### src/rtl/sdram_arbiter.sv
// Shares the byte-wide sdram port between download, video fetch and the Z80 CPU.
// Fixed priority with a video streak limit so the CPU is not starved by long video runs.
`timescale 1ns/1ps
module sdram_arbiter #(
  parameter int unsigned ACCESS_CYCLES  = 8,
  parameter int unsigned VID_MAX_STREAK = 4
) (
  input  logic        F14M,
  input  logic        RESET_n,
  input  logic        downloading,
  input  logic        dio_req,
  input  logic [24:0] dio_addr,
  input  logic [7:0]  dio_data,
  output logic        dio_ack,
  input  logic        vid_req,
  input  logic [24:0] vid_addr,
  output logic [7:0]  vid_data,
  output logic        vid_valid,
  input  logic        cpu_req,
  input  logic        cpu_we,
  input  logic [24:0] cpu_addr,
  input  logic [7:0]  cpu_din,
  output logic [7:0]  cpu_dout,
  output logic        cpu_ack,
  output logic        cpu_wait_n,
  output logic [24:0] sdram_addr,
  output logic [7:0]  sdram_din,
  output logic        sdram_we,
  output logic        sdram_oe,
  input  logic [7:0]  sdram_dout,
  output logic        busy
);

  localparam int unsigned AW = 25;
  localparam int unsigned DW = 8;
  localparam int unsigned CW = 4;

  typedef enum logic [1:0] {S_IDLE, S_ACCESS, S_DONE} state_t;
  typedef enum logic [1:0] {SRC_DIO, SRC_VID, SRC_CPU} src_t;

  state_t          r_state, w_state;
  src_t            r_src, w_src;
  logic [CW-1:0]   r_cnt, w_cnt;
  logic [CW-1:0]   r_streak, w_streak;
  logic [AW-1:0]   r_addr, w_addr;
  logic [DW-1:0]   r_din, w_din;
  logic            r_we, w_we;
  logic            r_oe, w_oe;
  logic            r_dio_ack, w_dio_ack;
  logic            r_vid_valid, w_vid_valid;
  logic            r_cpu_ack, w_cpu_ack;
  logic [DW-1:0]   r_vid_data, w_vid_data;
  logic [DW-1:0]   r_cpu_dout, w_cpu_dout;
  logic            r_busy, w_busy;
  logic            w_cpu_ok;

  assign w_cpu_ok = cpu_req & ~downloading;

  // Grant, access sequencing and completion
  always_comb begin
    w_state     = r_state;
    w_src       = r_src;
    w_cnt       = r_cnt;
    w_streak    = r_streak;
    w_addr      = r_addr;
    w_din       = r_din;
    w_we        = r_we;
    w_oe        = r_oe;
    w_dio_ack   = 1'b0;
    w_vid_valid = 1'b0;
    w_cpu_ack   = 1'b0;
    w_vid_data  = r_vid_data;
    w_cpu_dout  = r_cpu_dout;
    unique case (r_state)
      S_IDLE: begin
        w_we = 1'b0;
        w_oe = 1'b0;
        if (dio_req) begin
          w_src   = SRC_DIO;
          w_addr  = dio_addr;
          w_din   = dio_data;
          w_we    = 1'b1;
          w_cnt   = CW'(ACCESS_CYCLES - 1);
          w_state = S_ACCESS;
        end else if (w_cpu_ok && (r_streak == CW'(VID_MAX_STREAK))) begin
          w_src    = SRC_CPU;
          w_addr   = cpu_addr;
          w_din    = cpu_din;
          w_we     = cpu_we;
          w_oe     = ~cpu_we;
          w_streak = '0;
          w_cnt    = CW'(ACCESS_CYCLES - 1);
          w_state  = S_ACCESS;
        end else if (vid_req) begin
          w_src   = SRC_VID;
          w_addr  = vid_addr;
          w_din   = '0;
          w_oe    = 1'b1;
          w_cnt   = CW'(ACCESS_CYCLES - 1);
          w_state = S_ACCESS;
          // Streak only grows while the CPU is actually being held off
          if (!w_cpu_ok)
            w_streak = '0;
          else if (r_streak < CW'(VID_MAX_STREAK))
            w_streak = r_streak + CW'(1);
        end else if (w_cpu_ok) begin
          w_src    = SRC_CPU;
          w_addr   = cpu_addr;
          w_din    = cpu_din;
          w_we     = cpu_we;
          w_oe     = ~cpu_we;
          w_streak = '0;
          w_cnt    = CW'(ACCESS_CYCLES - 1);
          w_state  = S_ACCESS;
        end
      end
      S_ACCESS: begin
        if (r_cnt == '0) begin
          w_we    = 1'b0;
          w_oe    = 1'b0;
          w_state = S_DONE;
          case (r_src)
            SRC_DIO: w_dio_ack = 1'b1;
            SRC_VID: begin
              w_vid_valid = 1'b1;
              w_vid_data  = sdram_dout;
            end
            SRC_CPU: begin
              w_cpu_ack = 1'b1;
              if (r_oe) w_cpu_dout = sdram_dout;
            end
            default: ;
          endcase
        end else begin
          w_cnt = r_cnt - CW'(1);
        end
      end
      S_DONE:  w_state = S_IDLE;
      default: w_state = S_IDLE;
    endcase
    w_busy = (w_state != S_IDLE);
  end

  always_ff @(posedge F14M or negedge RESET_n) begin
    if (!RESET_n) begin
      r_state     <= S_IDLE;
      r_src       <= SRC_DIO;
      r_cnt       <= '0;
      r_streak    <= '0;
      r_addr      <= '0;
      r_din       <= '0;
      r_we        <= 1'b0;
      r_oe        <= 1'b0;
      r_dio_ack   <= 1'b0;
      r_vid_valid <= 1'b0;
      r_cpu_ack   <= 1'b0;
      r_vid_data  <= '0;
      r_cpu_dout  <= '0;
      r_busy      <= 1'b0;
    end else begin
      r_state     <= w_state;
      r_src       <= w_src;
      r_cnt       <= w_cnt;
      r_streak    <= w_streak;
      r_addr      <= w_addr;
      r_din       <= w_din;
      r_we        <= w_we;
      r_oe        <= w_oe;
      r_dio_ack   <= w_dio_ack;
      r_vid_valid <= w_vid_valid;
      r_cpu_ack   <= w_cpu_ack;
      r_vid_data  <= w_vid_data;
      r_cpu_dout  <= w_cpu_dout;
      r_busy      <= w_busy;
    end
  end

  assign sdram_addr = r_addr;
  assign sdram_din  = r_din;
  assign sdram_we   = r_we;
  assign sdram_oe   = r_oe;
  assign dio_ack    = r_dio_ack;
  assign vid_valid  = r_vid_valid;
  assign vid_data   = r_vid_data;
  assign cpu_ack    = r_cpu_ack;
  assign cpu_dout   = r_cpu_dout;
  assign busy       = r_busy;
  assign cpu_wait_n = ~(cpu_req & ~r_cpu_ack);

endmodule

### config.mk
export PLATFORM = sky130hd
export DESIGN_NAME = sdram_arbiter
export DESIGN_NICKNAME = d
export VERILOG_FILES = /design/src/rtl/sdram_arbiter.sv
export SDC_FILE = /design/constraint.sdc
export NUM_CORES = 1
export LEC_CHECK = 0
export ABC_AREA = 1
export BUFFER_PORTS_ARGS = -buffer_cell sky130_fd_sc_hd__buf_4
export CAP_MARGIN = 10
export CORE_ASPECT_RATIO = 1.25
export CORE_MARGIN = 8
export CORE_UTILIZATION = 52
export CTS_CLUSTER_SIZE = 20
export DETAILED_ROUTE_END_ITERATION = 10
export GPL_ROUTABILITY_DRIVEN = 1
export MAX_ROUTING_LAYER = met4
export PLACE_DENSITY = 0.86
export SYNTH_ARGS = -nofsm -noshare
export SYNTH_HDL_FRONTEND = slang
export SYNTH_SLANG_ARGS = --single-unit
### constraint.sdc
create_clock -name F14M -period 4.1 [get_ports F14M]
set_input_delay 0.205 -clock F14M [delete_from_list [all_inputs] [get_ports F14M]]
set_output_delay 0.205 -clock F14M [all_outputs]
set_load 0.02 [all_outputs]
==> key figures, run 1 <==
Critical path
  • Slowest cell on crit path: dfrtp_1
  • Flop-to-flop setup slack: 2.15 ns
  • CP Cell Sequence: inv_1, ha_1, nand2_2, nor2_8, nand2_4, nand2_4, nand2_1, clkinv_2, nand2_1, nand2_1
  • R2R Path Start: r_streak[0]$_DFFE_PN0P_
  • Largest fanout on the critical path: 27
  • CP Class: register to register
  • Critical Path RT: 4.37 ns
  • Max incr delay on CP: 0.40 ns
  • Crit path DAT: 2.23 ns
  • Startpoint types: register
  • Most used cell, CP: nand2_1
  • CP Capture Type: register
  • FF-to-FF path depth: 10
  • FF-to-FF End: sdram_din[0]$_DFFE_PN0P_

Clock tree
  • CTS tree: built
  • PostCTS Resize Cnt: 0
  • CTS buffer count: 9
  • Clock Sinks: 67
  • Worst-path clk slew: 0.08 ns
  • H-tree depth: 3
  • Clock tree root driver cell: clkbuf_8
  • Clk Latency, worst-skew pair: 0.34 ns
  • Max Buffers Root-to-Sink: 2

Global routing
  • Overflow after GRT: 0
  • Largest net degree at the start of global routing: 68
  • Antenna violations before repair: 0
  • Vias in the first global route: approximately 4,000
  • All-Layer GR Usage: 0.225
  • First-pass GRT wire length: 18,800 µm

Yosys
  • Synth cell types: 28
  • Adder-cell share of the synthesized area: 0.00965
  • Syn Area/Cell: between 6 and 7 µm²
  • Syn_nets: 674
  • Yosys top cell by area: dfrtp_1
  • Synth Area in XOR/XNOR: 0.00225
  • Cell count after synthesis: 565
  • Area of the mapped netlist: about 3900 µm²
  • Compound-Gate Fraction of Synth Area: 0.0598
  • Top cells by area, synth: dfrtp_1 43%, nand2_1 25%, nor2_1 6.4%
  • Post-synthesis sequential area ratio: 0.431
  • Commonest cells post-synth: 254 x nand2_1, 67 x dfrtp_1, 66 x nor2_1
  • Mux contribution to synthesized area: 0
  • Yosys warns: 0
  • Post-synth top area share: 0.431
  • Main combinational cell family by area after synthesis: simple AND/OR/NAND/NOR gates
  • Count leader, synth: nand2_1
  • Register bit total from synthesis: 67
  • Async set-reset flop share out of synthesis: 1.00
  • EDFF count, synth: 0
  • Ys flop type: dfrtp_1
  • Synth Area in Simple Gates: 0.404

Drt
  • Wire per inst: 14.3 µm
  • Via count: 4,076
  • DRC: 0
  • Met2 Wirelength: 6070 µm
  • Final wirelength: 11,600 µm
  • Iter 0 DRT Violations: 230
  • Remaining antenna violation count after routing: 0
  • Met1 WL: around 4600 µm
  • Routed vias/inst: 5.02
  • Router iterations before antenna repair: 4
  • Top Layer Used: met4
  • Met3 wire length: roughly 800 µm

STA
  • Tcrit/Tclk final: 0.477
  • Hold Violations, Final: 0
  • Unrepaired setup endpoints after global routing: false
  • Max Fclk: between 500 and 600 MHz
  • Final WS setup: 2.15 ns
  • Max-slew headroom: 0.315
  • Final setup viols: 0
  • Clock skew: 0.0136 ns
  • Slew Viols, Final: 0
  • Worst slew pin tran: 1.03 ns
  • Final min period: 1.95 ns
  • Setup TNS: 0 ns

Min path
  • Worst hold path type: primary input to register
  • Min-delay src: cpu_din[4]
  • Hold path cells: 3
  • Hold Crit Endpoint: sdram_din[4]$_DFFE_PN0P_

Finish
  • Nets: between 800 and 900
  • Ant. Diodes: 0
  • Area Overhead vs Synth: 35.0%
  • Share of post-route cells with drive strength above 1: 0.274

Power
  • Lkg Pwr: between 3 and 4 nW
  • Power Dens Cells: 585 nW/µm²
  • Max rail drop VDD: 0.390 mV
  • Tot Pwr: roughly 0.0031 W

Floorplanning
  • Starting Density: 0.532
  • Die area: 10,500 µm²
  • Die height: ~110 µm
  • Row count: 35
  • Core box area: between 7000 and 8000 µm²
  • I/O pin cnt: between 150 and 200
  • Die width: 93.4 µm

Placed design
  • Post-detail-place hpwl: between 8000 and 9000 µm
  • DP Worst Slack: about 1.8 ns
  • Placer Congestion: 0.830
  • # port buffers: 161

Flow run
  • Max-Cap Viols: 0

Status
  • Outcome: complete, no violations
-- worst max-delay path by stage --
stage                                 endpoint               startpoint  slack, ns  cells past startpoint
finish                sdram_din[0]$_DFFE_PN0P_  r_streak[0]$_DFFE_PN0P_       2.15                     10
global route         sdram_addr[4]$_DFFE_PN0P_     r_state[1]$_DFF_PN0_       1.95                      5
CTS                 sdram_addr[20]$_DFFE_PN0P_     r_state[1]$_DFF_PN0_       2.14                      5
detailed placement        r_cnt[2]$_DFFE_PN0P_                  vid_req       1.83                      7
global placement          r_cnt[2]$_DFFE_PN0P_                  dio_req       1.91                      8
floorplan           sdram_addr[15]$_DFFE_PN0P_  r_streak[0]$_DFFE_PN0P_       2.72                     10
-- cell type report --
| cell class | count | area [µm²] |
|---|---|---|
| Fill cell | 618 | 2060 |
| Multi-Input combinational cell | 426 | 1850 |
| Sequential cell | 67 | 1680 |
| Timing Repair Buffer | 164 | 1230 |
| Inverter | 47 | 178 |
| Clock buffer | 9 | 124 |
| Tap cell | 92 | 115 |
| Clock inverter | 7 | 73.8 |
-- repair_timing --
action                                 in CTS  in global routing
buffers inserted                            0                  0
hold buffers                                1                  0
endpoints found under the hold margin      30                  0
-- routing by layer --
metal | GRT usage | up-vias
met5 | - | -
met4 | 0.0722 | 0
met3 | 0.0437 | 8
met2 | 0.393 | 156
met1 | 0.249 | 1877
li1 | - | 2035
-- critical path, delay by kind of cell (launching register included) --
kind / cells / cell delay [ns]
simple gates: 7 / 1.13
flops: 1 / 0.40
buf+inv: 2 / 0.19
fa+ha+maj: 1 / 0.16
-- kinds of logic after synthesis --
group	after synthesis
AOI/OAI and AO/OA	43
xor gates and xnor gates	1
buffers and inverters	72
and+or+nand+nor	379
DFF	67
adders and majority gates	3
-- sequential cells by signal, summed over array words and instances (netlist names), 2 cells and up --
register / flops
sdram_addr: 25
cpu_dout: 8
sdram_din: 8
vid_data: 8
r_cnt: 4
r_streak: 4
r_src: 2
r_state: 2
-- cell usage in the layout, fill, tap and decap left out, types with 3 or more instances in the layout --
cell and instances:
a22oi_1 6, nor2_1 66, nand2_1 254, clkinv_2 3, a21oi_1 28, clkbuf_8 9, o21ai_0 7, buf_4 163
inv_1 41, ha_1 3, nand2_4 3, nand3_1 45, dfrtp_1 67, inv_2 5
-- power by group --
group	switching [W]	internal (W)	total, W
clock	0.000265	0.000284	0.000549
sequential	0.000176	0.000934	0.00111
combinational	0.000838	0.000576	0.00141
-- metrics by stage --
step / hold slack, ns / cells / area (µm²) / utilization
after CTS: 0.0529 / 812 / 5250 / 0.718
after detailed placement: 0.361 / 795 / 5040 / 0.689
after global routing: 0.0618 / 812 / 5250 / 0.718
after floorplan: -0.0906 / 565 / 3890 / -
after global placement: 0.350 / 795 / 5040 / 0.689
final: 0.0651 / 812 / 5250 / 0.718
(Power assumes the default switching activity.)
==> inputs of run 2 (changes only) <==
--- a/config.mk
+++ b/config.mk
@@ -10,12 +10,12 @@
 export CAP_MARGIN = 10
 export CORE_ASPECT_RATIO = 1.25
 export CORE_MARGIN = 8
-export CORE_UTILIZATION = 52
+export CORE_UTILIZATION = 44
 export CTS_CLUSTER_SIZE = 20
 export DETAILED_ROUTE_END_ITERATION = 10
 export GPL_ROUTABILITY_DRIVEN = 1
 export MAX_ROUTING_LAYER = met4
-export PLACE_DENSITY = 0.86
+export PLACE_DENSITY = 0.77
 export SYNTH_ARGS = -nofsm -noshare
 export SYNTH_HDL_FRONTEND = slang
 export SYNTH_SLANG_ARGS = --single-unit
==> constraint.sdc (replaced) <==
create_clock -name F14M -period 1.6 [get_ports F14M]
set_input_delay 0.08 -clock F14M [delete_from_list [all_inputs] [get_ports F14M]]
set_output_delay 0.08 -clock F14M [all_outputs]
set_load 0.02 [all_outputs]
==> key figures, run 2 (same netlist as run 1, synthesis figures left out) <==
Finish
  • Nets: 865 (+5.0%)
  • Fin util: 0.662 (-0.0558)
  • Area Overhead vs Synth: 47.3%
  • Most frequent cells in the layout: 254 x nand2_1, 177 x buf_4, 67 x dfrtp_1, 65 x nor2_1, 45 x nand3_1
  • Commonest non-fill, non-tap cell in the layout: nand2_1
  • Max FFs per register: 25 (unchanged)
  • Fillcell total: 767 (+24%)
  • Post-route cell area: 5730 µm² (+9.1%)
  • Area of the multi-input gates: 1860 µm² (+0.61%)
  • Share of post-route cells with drive strength above 1: 0.286 (+0.0119)
  • Reg area: 1680 µm² (unchanged)
  • Ant. Diodes: 0 (unchanged)

Clock tree
  • Clock tree root driver cell: clkbuf_8
  • Max Buffers Root-to-Sink: 2 (unchanged)
  • CTS tree: built
  • CTS buffer count: 9 (unchanged)
  • Clock Sinks: 67 (unchanged)
  • Worst-path clk slew: 0.08 ns (about the same)
  • Clk Latency, worst-skew pair: 0.34 ns (about the same)
  • H-tree depth: 3 (unchanged)

STA
  • Hold Violations, Final: 0 (unchanged)
  • Max Fclk: 664 MHz (+30%)
  • Final setup viols: 0 (unchanged)
  • Final min period: 1.51 ns (-0.449 ns)
  • Clock skew: 0.00935 ns (-0.00429 ns)
  • Max-slew headroom: 0.654 (+0.339)
  • Tcrit/Tclk final: 0.941 (+0.464)
  • Worst slew pin tran: 0.518 ns (-0.507 ns)
  • WHS: 0.0950 ns (+0.0299 ns)
  • Slew Viols, Final: 0 (unchanged)
  • Final WS setup: 0.0941 ns (-2.05 ns)
  • Unrepaired setup endpoints after global routing: true

Global routing
  • Largest net degree at the start of global routing: 40 (-41%)
  • First-pass GRT wire length: 20,100 µm (+6.9%)
  • Antenna violations before repair: 0 (unchanged)
  • All-Layer GR Usage: 0.211 (-0.0138)
  • Overflow after GRT: 0 (unchanged)
  • Vias in the first global route: 4,248 (+6.3%)

Placed design
  • DP Worst Slack: 0.104 ns (-1.72 ns)
  • Placed cell area: 5230 µm² (+3.7%)
  • Post-detail-place hpwl: 9150 µm (+5.4%)
  • # port buffers: 161 (unchanged)
  • Placer Congestion: 0.868 (+4.6%)

Power
  • Pint: 0.00491 W (+170%)
  • Power Dens Cells: 1430 nW/µm² (+150%)
  • P_sw: 0.00331 W (+160%)
  • Lkg Pwr: 3.26 nW (+6.7%)
  • Sequential Power Share: 0.344 (-0.017)
  • Switching part of the total: 0.403 (-0.0131)
  • Clock Power Share: 0.188 (+0.009)
  • Max rail drop VDD: 0.664 mV (+70%)
  • Logic gate share of total power: 0.468 (+0.008)

Status
  • Outcome: complete, no violations

Min path
  • Worst hold path type: primary input to register

Critical path
  • Startpoint types: register
  • Largest fanout on the critical path: 5 (-81%)
  • Critical Path RT: 1.87 ns (-2.50 ns)
  • Crit path DAT: 1.78 ns (-0.45 ns)
  • Most used cell, CP: nand2_1
  • Slowest cell on crit path: dfrtp_1
  • CP Capture Type: register
  • CP Class: register to register
  • Max incr delay on CP: 0.39 ns (about the same)
  • CP Cell Sequence: inv_2, ha_1, nand2_2, nor2_8, nor2_1, nand3_2, nand2_1, nand2_1, nand2_1

Floorplanning
  • Die area: 12,100 µm² (+15%)
  • Core box area: 8650 µm² (+18%)
  • Die width: 100 µm (+7.2%)
  • Starting Density: 0.450 (-0.0824)
  • Die height: 121 µm (+7.5%)
  • I/O pin cnt: 162 (unchanged)
  • Row count: 38 (+8.6%)

Drt
  • Via count: 4,201 (+3.1%)
  • Router iterations before antenna repair: 5 (+1)
  • DRC: 0 (unchanged)
  • Wire per inst: 14.4 µm (+0.70%)
  • Iter 0 DRT Violations: 196 (-15%)
  • Remaining antenna violation count after routing: 0 (unchanged)
  • Final wirelength: 12,700 µm (+9.1%)
  • Routed vias/inst: 4.77 (-4.9%)

Flow run
  • Max-Cap Viols: 0 (unchanged)
==> run 2: cell types whose count changed in the layout (fill, tap and decap cells not counted), moves of 2 or more <==
cell	previous run	this run
buf_4	163	177
dlygate4sd3_1	1	23
buf_12	0	2
buf_6	0	2
inv_6	2	0
==> run 2: repair_timing <==
action                     4_1_cts  5_1_grt
hold buffers                    23        0
buffers inserted                 0        1
setup endpoints to repair        0       22
hold endpoints to repair        62        0
resized for setup                0        6
==> run 2: metal layers <==
metal	up-vias	wire length, µm	global-route usage
met2	157	6610	0.372
met3	19	724	0.0425
met1	1904	5110	0.232
met5	-	0	-
li1	2121	-	-
met4	0	212	0.0664
==> run 2: per-stage QoR <==
step | total power, W | instances | TNS (ns)
after global routing | 0.00875 | 880 | -0.0543
after global placement | 0.00652 | 840 | 0
after floorplan | 0.00497 | 565 | 0
after CTS | 0.00825 | 878 | 0
after detailed placement | 0.00664 | 840 | 0
final | 0.00822 | 880 | 0
==> run 2: worst paths after layout <==
kind                                         start                          to  slack, ns  cells after the start
max reg2reg                r_streak[0]$_DFFE_PN0P_     r_streak[2]$_DFFE_PN0P_       0.09                      9
max                        r_streak[0]$_DFFE_PN0P_     r_streak[2]$_DFFE_PN0P_       0.09                      9
min reg2reg                cpu_dout[6]$_DFFE_PN0P_     cpu_dout[6]$_DFFE_PN0P_       0.48                      2
max in group asynchronous                  RESET_n  sdram_addr[21]$_DFFE_PN0P_       0.79                      3
min                                   dio_addr[24]  sdram_addr[24]$_DFFE_PN0P_        0.1                      5
min in group asynchronous                  RESET_n    sdram_din[7]$_DFFE_PN0P_       0.26                      2
==> run 2: cell type report <==
cell class,count,area share
Inverter,47,0.0314
Sequential cell,67,0.293
Multi-Input combinational cell,426,0.325
Timing Repair Buffer,205,0.287
Clock inverter,5,0.0135
Tap cell,120,0.0262
Clock buffer,10,0.0240
==> run 2: power groups by stage <==
stage | Sequential (W) | Combinational [W] | Clock, W
floorplan | 0.00351 | 0.00146 | 0
global placement | 0.00282 | 0.00370 | 0
detailed placement | 0.00284 | 0.00380 | 0
CTS | 0.00282 | 0.00386 | 0.00157
global route | 0.00291 | 0.00419 | 0.00165
finish | 0.00283 | 0.00384 | 0.00155
==> run 2: worst max-delay path: cells and delay by family (launching register included) <==
family	cells	cell delay [ns]
adders and majority gates	1	0.20
buffers and inverters	1	0.05
and+or+nand+nor	7	0.81
DFF	1	0.39
==> inputs of run 3 (changes only) <==
==> config.mk (replaced) <==
export PLATFORM = sky130hd
export DESIGN_NAME = sdram_arbiter
export DESIGN_NICKNAME = d
export VERILOG_FILES = /design/src/rtl/sdram_arbiter.sv
export SDC_FILE = /design/constraint.sdc
export NUM_CORES = 1
export LEC_CHECK = 0
export BUFFER_PORTS_ARGS = -buffer_cell sky130_fd_sc_hd__buf_4
export CAP_MARGIN = 10
export CELL_PAD_IN_SITES_DETAIL_PLACEMENT = 0
export CELL_PAD_IN_SITES_GLOBAL_PLACEMENT = 1
export CORE_ASPECT_RATIO = 1.25
export CORE_MARGIN = 8
export CORE_UTILIZATION = 30
export CTS_CLUSTER_SIZE = 20
export DETAILED_ROUTE_END_ITERATION = 10
export GPL_ROUTABILITY_DRIVEN = 1
export MAX_ROUTING_LAYER = met4
export PLACE_DENSITY_LB_ADDON = 0.1
export SYNTH_ARGS = -nofsm -noshare
export SYNTH_HDL_FRONTEND = slang
export SYNTH_SLANG_ARGS = --single-unit
==> key figures, run 3 <==
Min path
  • Min-delay src: cpu_din[6]
  • Worst hold path type: primary input to register
  • Hold Crit Endpoint: sdram_din[6]$_DFFE_PN0P_
  • Hold path cells: 3 (-2)

STA
  • Hold Violations, Final: 0 (unchanged)
  • Clock skew: 0.00438 ns (-0.00497 ns)
  • Max-slew headroom: 0.634 (-0.0205)
  • Worst slew pin tran: 0.549 ns (+0.0308 ns)
  • Max Fclk: 538 MHz (-19%)
  • Tcrit/Tclk final: 1.16 (+0.221)
  • Slew Viols, Final: 0 (unchanged)
  • Unrepaired setup endpoints after global routing: true
  • Final WS setup: -0.259 ns (-0.353 ns)
  • Final setup viols: 19 (+19)
  • Final min period: 1.86 ns (+0.353 ns)

Yosys
  • Synth cell types: 43 (+54%)
  • Area of the mapped netlist: 3180 µm² (-18%)
  • Async set-reset flop share out of synthesis: 1.00 (unchanged)
  • Yosys warns: 0 (unchanged)
  • Cell count after synthesis: 286 (-49%)
  • Commonest cells post-synth: 67 x dfrtp_1, 32 x and3_1, 31 x a21oi_1
  • EDFF count, synth: 0 (unchanged)
  • Register bit total from synthesis: 67 (unchanged)
  • Syn_nets: 395 (-41%)
  • Post-synth top area share: 0.528 (+0.0966)
  • Ys flop type: dfrtp_1
  • Yosys top cell by area: dfrtp_1
  • Top cells by area, synth: dfrtp_1 53%, mux2i_1 7.9%, and3_1 6.3%
  • Count leader, synth: dfrtp_1
  • Syn Area/Cell: 11.1 µm² (+61%)
  • Post-synthesis sequential area ratio: 0.528 (+0.0966)

Power
  • Lkg Pwr: 2.76 nW (-15%)
  • Logic gate share of total power: 0.448 (-0.020)
  • Pint: 0.00544 W (+11%)
  • Sequential Power Share: 0.321 (-0.023)
  • Power Dens Cells: 1590 nW/µm² (+11%)
  • Tot Pwr: 0.00855 W (+4.1%)
  • Clock Power Share: 0.231 (+0.043)
  • Max rail drop VDD: 0.584 mV (-12%)
  • Switching part of the total: 0.364 (-0.0391)
  • P_sw: 0.00311 W (-6.0%)

Placed design
  • # port buffers: 161 (unchanged)
  • Post-detail-place hpwl: 8010 µm (-12%)
  • Placer Congestion: 0.754 (-13%)

Drt
  • Routed vias/inst: 4.79 (+0.25%)
  • Remaining antenna violation count after routing: 0 (unchanged)
  • Final wirelength: 11,000 µm (-13%)
  • Wire per inst: 17.7 µm (+23%)
  • Iter 0 DRT Violations: 83 (-58%)
  • Via count: 2,972 (-29%)
  • DRC: 0 (unchanged)
  • Router iterations before antenna repair: 4 (-1)

Critical path
  • CP Cell Sequence: inv_1, ha_1, or3b_4, buf_4, nor2_4, nand3b_4, mux2_2
  • FF-to-FF path depth: 7 (-2)
  • Max incr delay on CP: 0.40 ns (about the same)
  • CP Capture Type: register
  • Largest fanout on the critical path: 9 (+4)
  • R2R Path Start: r_cnt[1]$_DFFE_PN0P_
  • Flop-to-flop setup slack: -0.26 ns (-0.35 ns)
  • FF-to-FF End: vid_data[4]$_DFFE_PN0P_
  • Startpoint types: register
  • Slowest cell on crit path: or3b_4
  • CP Class: register to register
  • Crit path DAT: 2.07 ns (+0.29 ns)
  • Critical Path RT: 1.81 ns (-0.06 ns)

Flow run
  • Max-Cap Viols: 0 (unchanged)

Clock tree
  • H-tree depth: 3 (unchanged)
  • CTS tree: built
  • CTS buffer count: 9 (unchanged)
  • Clk Latency, worst-skew pair: 0.33 ns (about the same)
  • Clock tree root driver cell: clkbuf_16
  • Clock Sinks: 67 (unchanged)
  • Max Buffers Root-to-Sink: 2 (unchanged)
  • Worst-path clk slew: 0.06 ns (-0.02 ns)

Global routing
  • First-pass GRT wire length: 16,500 µm (-18%)
  • Largest net degree at the start of global routing: 43 (+7.5%)
  • All-Layer GR Usage: 0.157 (-0.0534)
  • Overflow after GRT: 0 (unchanged)
  • Antenna violations before repair: 0 (unchanged)
  • Vias in the first global route: 3,217 (-24%)

Finish
  • Most frequent cells in the layout: 181 x buf_4, 67 x dfrtp_1, 31 x and3_1, 31 x a21oi_1, 25 x o21ai_1
  • Ant. Diodes: 0 (unchanged)
  • Area Overhead vs Synth: 69.4%
  • Nets: 593 (-31%)
  • Share of post-route cells with drive strength above 1: 0.509 (+0.224)
  • Commonest non-fill, non-tap cell in the layout: buf_4
  • Fin util: 0.515 (-0.147)
  • Max FFs per register: 25 (unchanged)

Floorplanning
  • Die height: 131 µm (+8.2%)
  • I/O pin cnt: 162 (unchanged)
  • Die width: 108 µm (+8.0%)
  • Row count: 42 (+11%)
  • Core box area: 10,500 µm² (+21%)
  • Die area: 14,200 µm² (+17%)
  • Starting Density: 0.304 (-0.146)

Status
  • Failing checks: setup timing
  • Outcome: finished, violations left
run 3: changes by cell type in the layout (fill, tap and decap cells not counted), sizes merged, moves of 22 or more:
cell / change
nand3: -44
o21ai: +22
and3: +32
mux2i: +25
inv: -38
nor2: -62
nand2: -255
run 3: repair_timing:
item,4_1_cts,5_1_grt
endpoints found under the hold margin,63,0
gates resized for setup,4,45
pin swaps,1,6
setup endpoints to repair,20,49
hold buffers,15,0
setup buffers,0,2
gates cloned,1,2
run 3: cells by family (layout without fill, tap and decap cells):
group                      Yosys count  count (layout)  share of synthesized area
buffers and inverters               27             230                     0.0413
AOI/OAI and AO/OA                   78              78                      0.141
muxes                               42              42                      0.139
xor gates and xnor gates             2               2                    0.00551
DFF                                 67              67                      0.528
and+or+nand+nor                     67              67                      0.133
adders and majority gates            3               3                     0.0118
run 3: routing by layer:
metal | part of all wire | vias up | GRT usage | routed length [µm]
met3 | 0.073 | 15 | 0.0499 | 805
met4 | 0.018 | 0 | 0.0622 | 203
li1 | - | 1443 | - | -
met5 | 0 | - | - | 0
met2 | 0.49 | 114 | 0.254 | 5400
met1 | 0.42 | 1400 | 0.178 | 4580
run 3: power by group through the flow:
stage                     Sequential (W)  Clock (W)  Combinational, W
after CTS                        0.00275    0.00203           0.00375
after global routing             0.00284    0.00210           0.00415
after floorplan                  0.00344          0           0.00113
after global placement           0.00275          0           0.00365
after detailed placement         0.00276          0           0.00369
final                            0.00275    0.00197           0.00383
run 3: worst max-delay path, delay by kind of cell, from the launching register on:
family                   cells  cell delay [ns]
adder cells (fa/ha/maj)      1             0.14
buffers and inverters        2             0.24
flip-flops                   1             0.38
multiplexers                 1             0.31
AND/OR/NAND/NOR              3             0.67
run 3: cell type report:
type / count / area, µm²
Clock buffer: 9 / 225
Clock inverter: 7 / 78.8
Fill cell: 958 / 5070
Inverter: 8 / 30.0
Multi-Input combinational cell: 192 / 1500
Sequential cell: 67 / 1680
Tap cell: 132 / 165
Timing Repair Buffer: 206 / 1710
run 3: how the worst max path moves through the flow:
| stage | to | depth (start not counted) | start |
|---|---|---|---|
| floorplan | cpu_dout[0]$_DFFE_PN0P_ | 8 | r_cnt[0]$_DFFE_PN0P_ |
| global placement | cpu_dout[3]$_DFFE_PN0P_ | 7 | r_cnt[0]$_DFFE_PN0P_ |
| detailed placement | cpu_dout[6]$_DFFE_PN0P_ | 7 | r_cnt[1]$_DFFE_PN0P_ |
| CTS | cpu_dout[6]$_DFFE_PN0P_ | 7 | r_cnt[1]$_DFFE_PN0P_ |
| global route | vid_data[7]$_DFFE_PN0P_ | 7 | r_cnt[1]$_DFFE_PN0P_ |
| finish | vid_data[4]$_DFFE_PN0P_ | 7 | r_cnt[1]$_DFFE_PN0P_ |
run 3: stage by stage:
step | cell area (µm²) | setup WS [ns] | TNS [ns] | hold slack (ns) | cells
after floorplan | 3190 | -0.305 | -3.30 | -0.216 | 286
after global placement | 4750 | -0.236 | -3.69 | 0.113 | 586
after detailed placement | 4750 | -0.281 | -4.37 | 0.111 | 586
after CTS | 5250 | -0.282 | -4.39 | 0.00844 | 618
after global routing | 5390 | -0.341 | -6.74 | 0.0266 | 621
final | 5390 | -0.259 | -4.16 | 0.0176 | 621
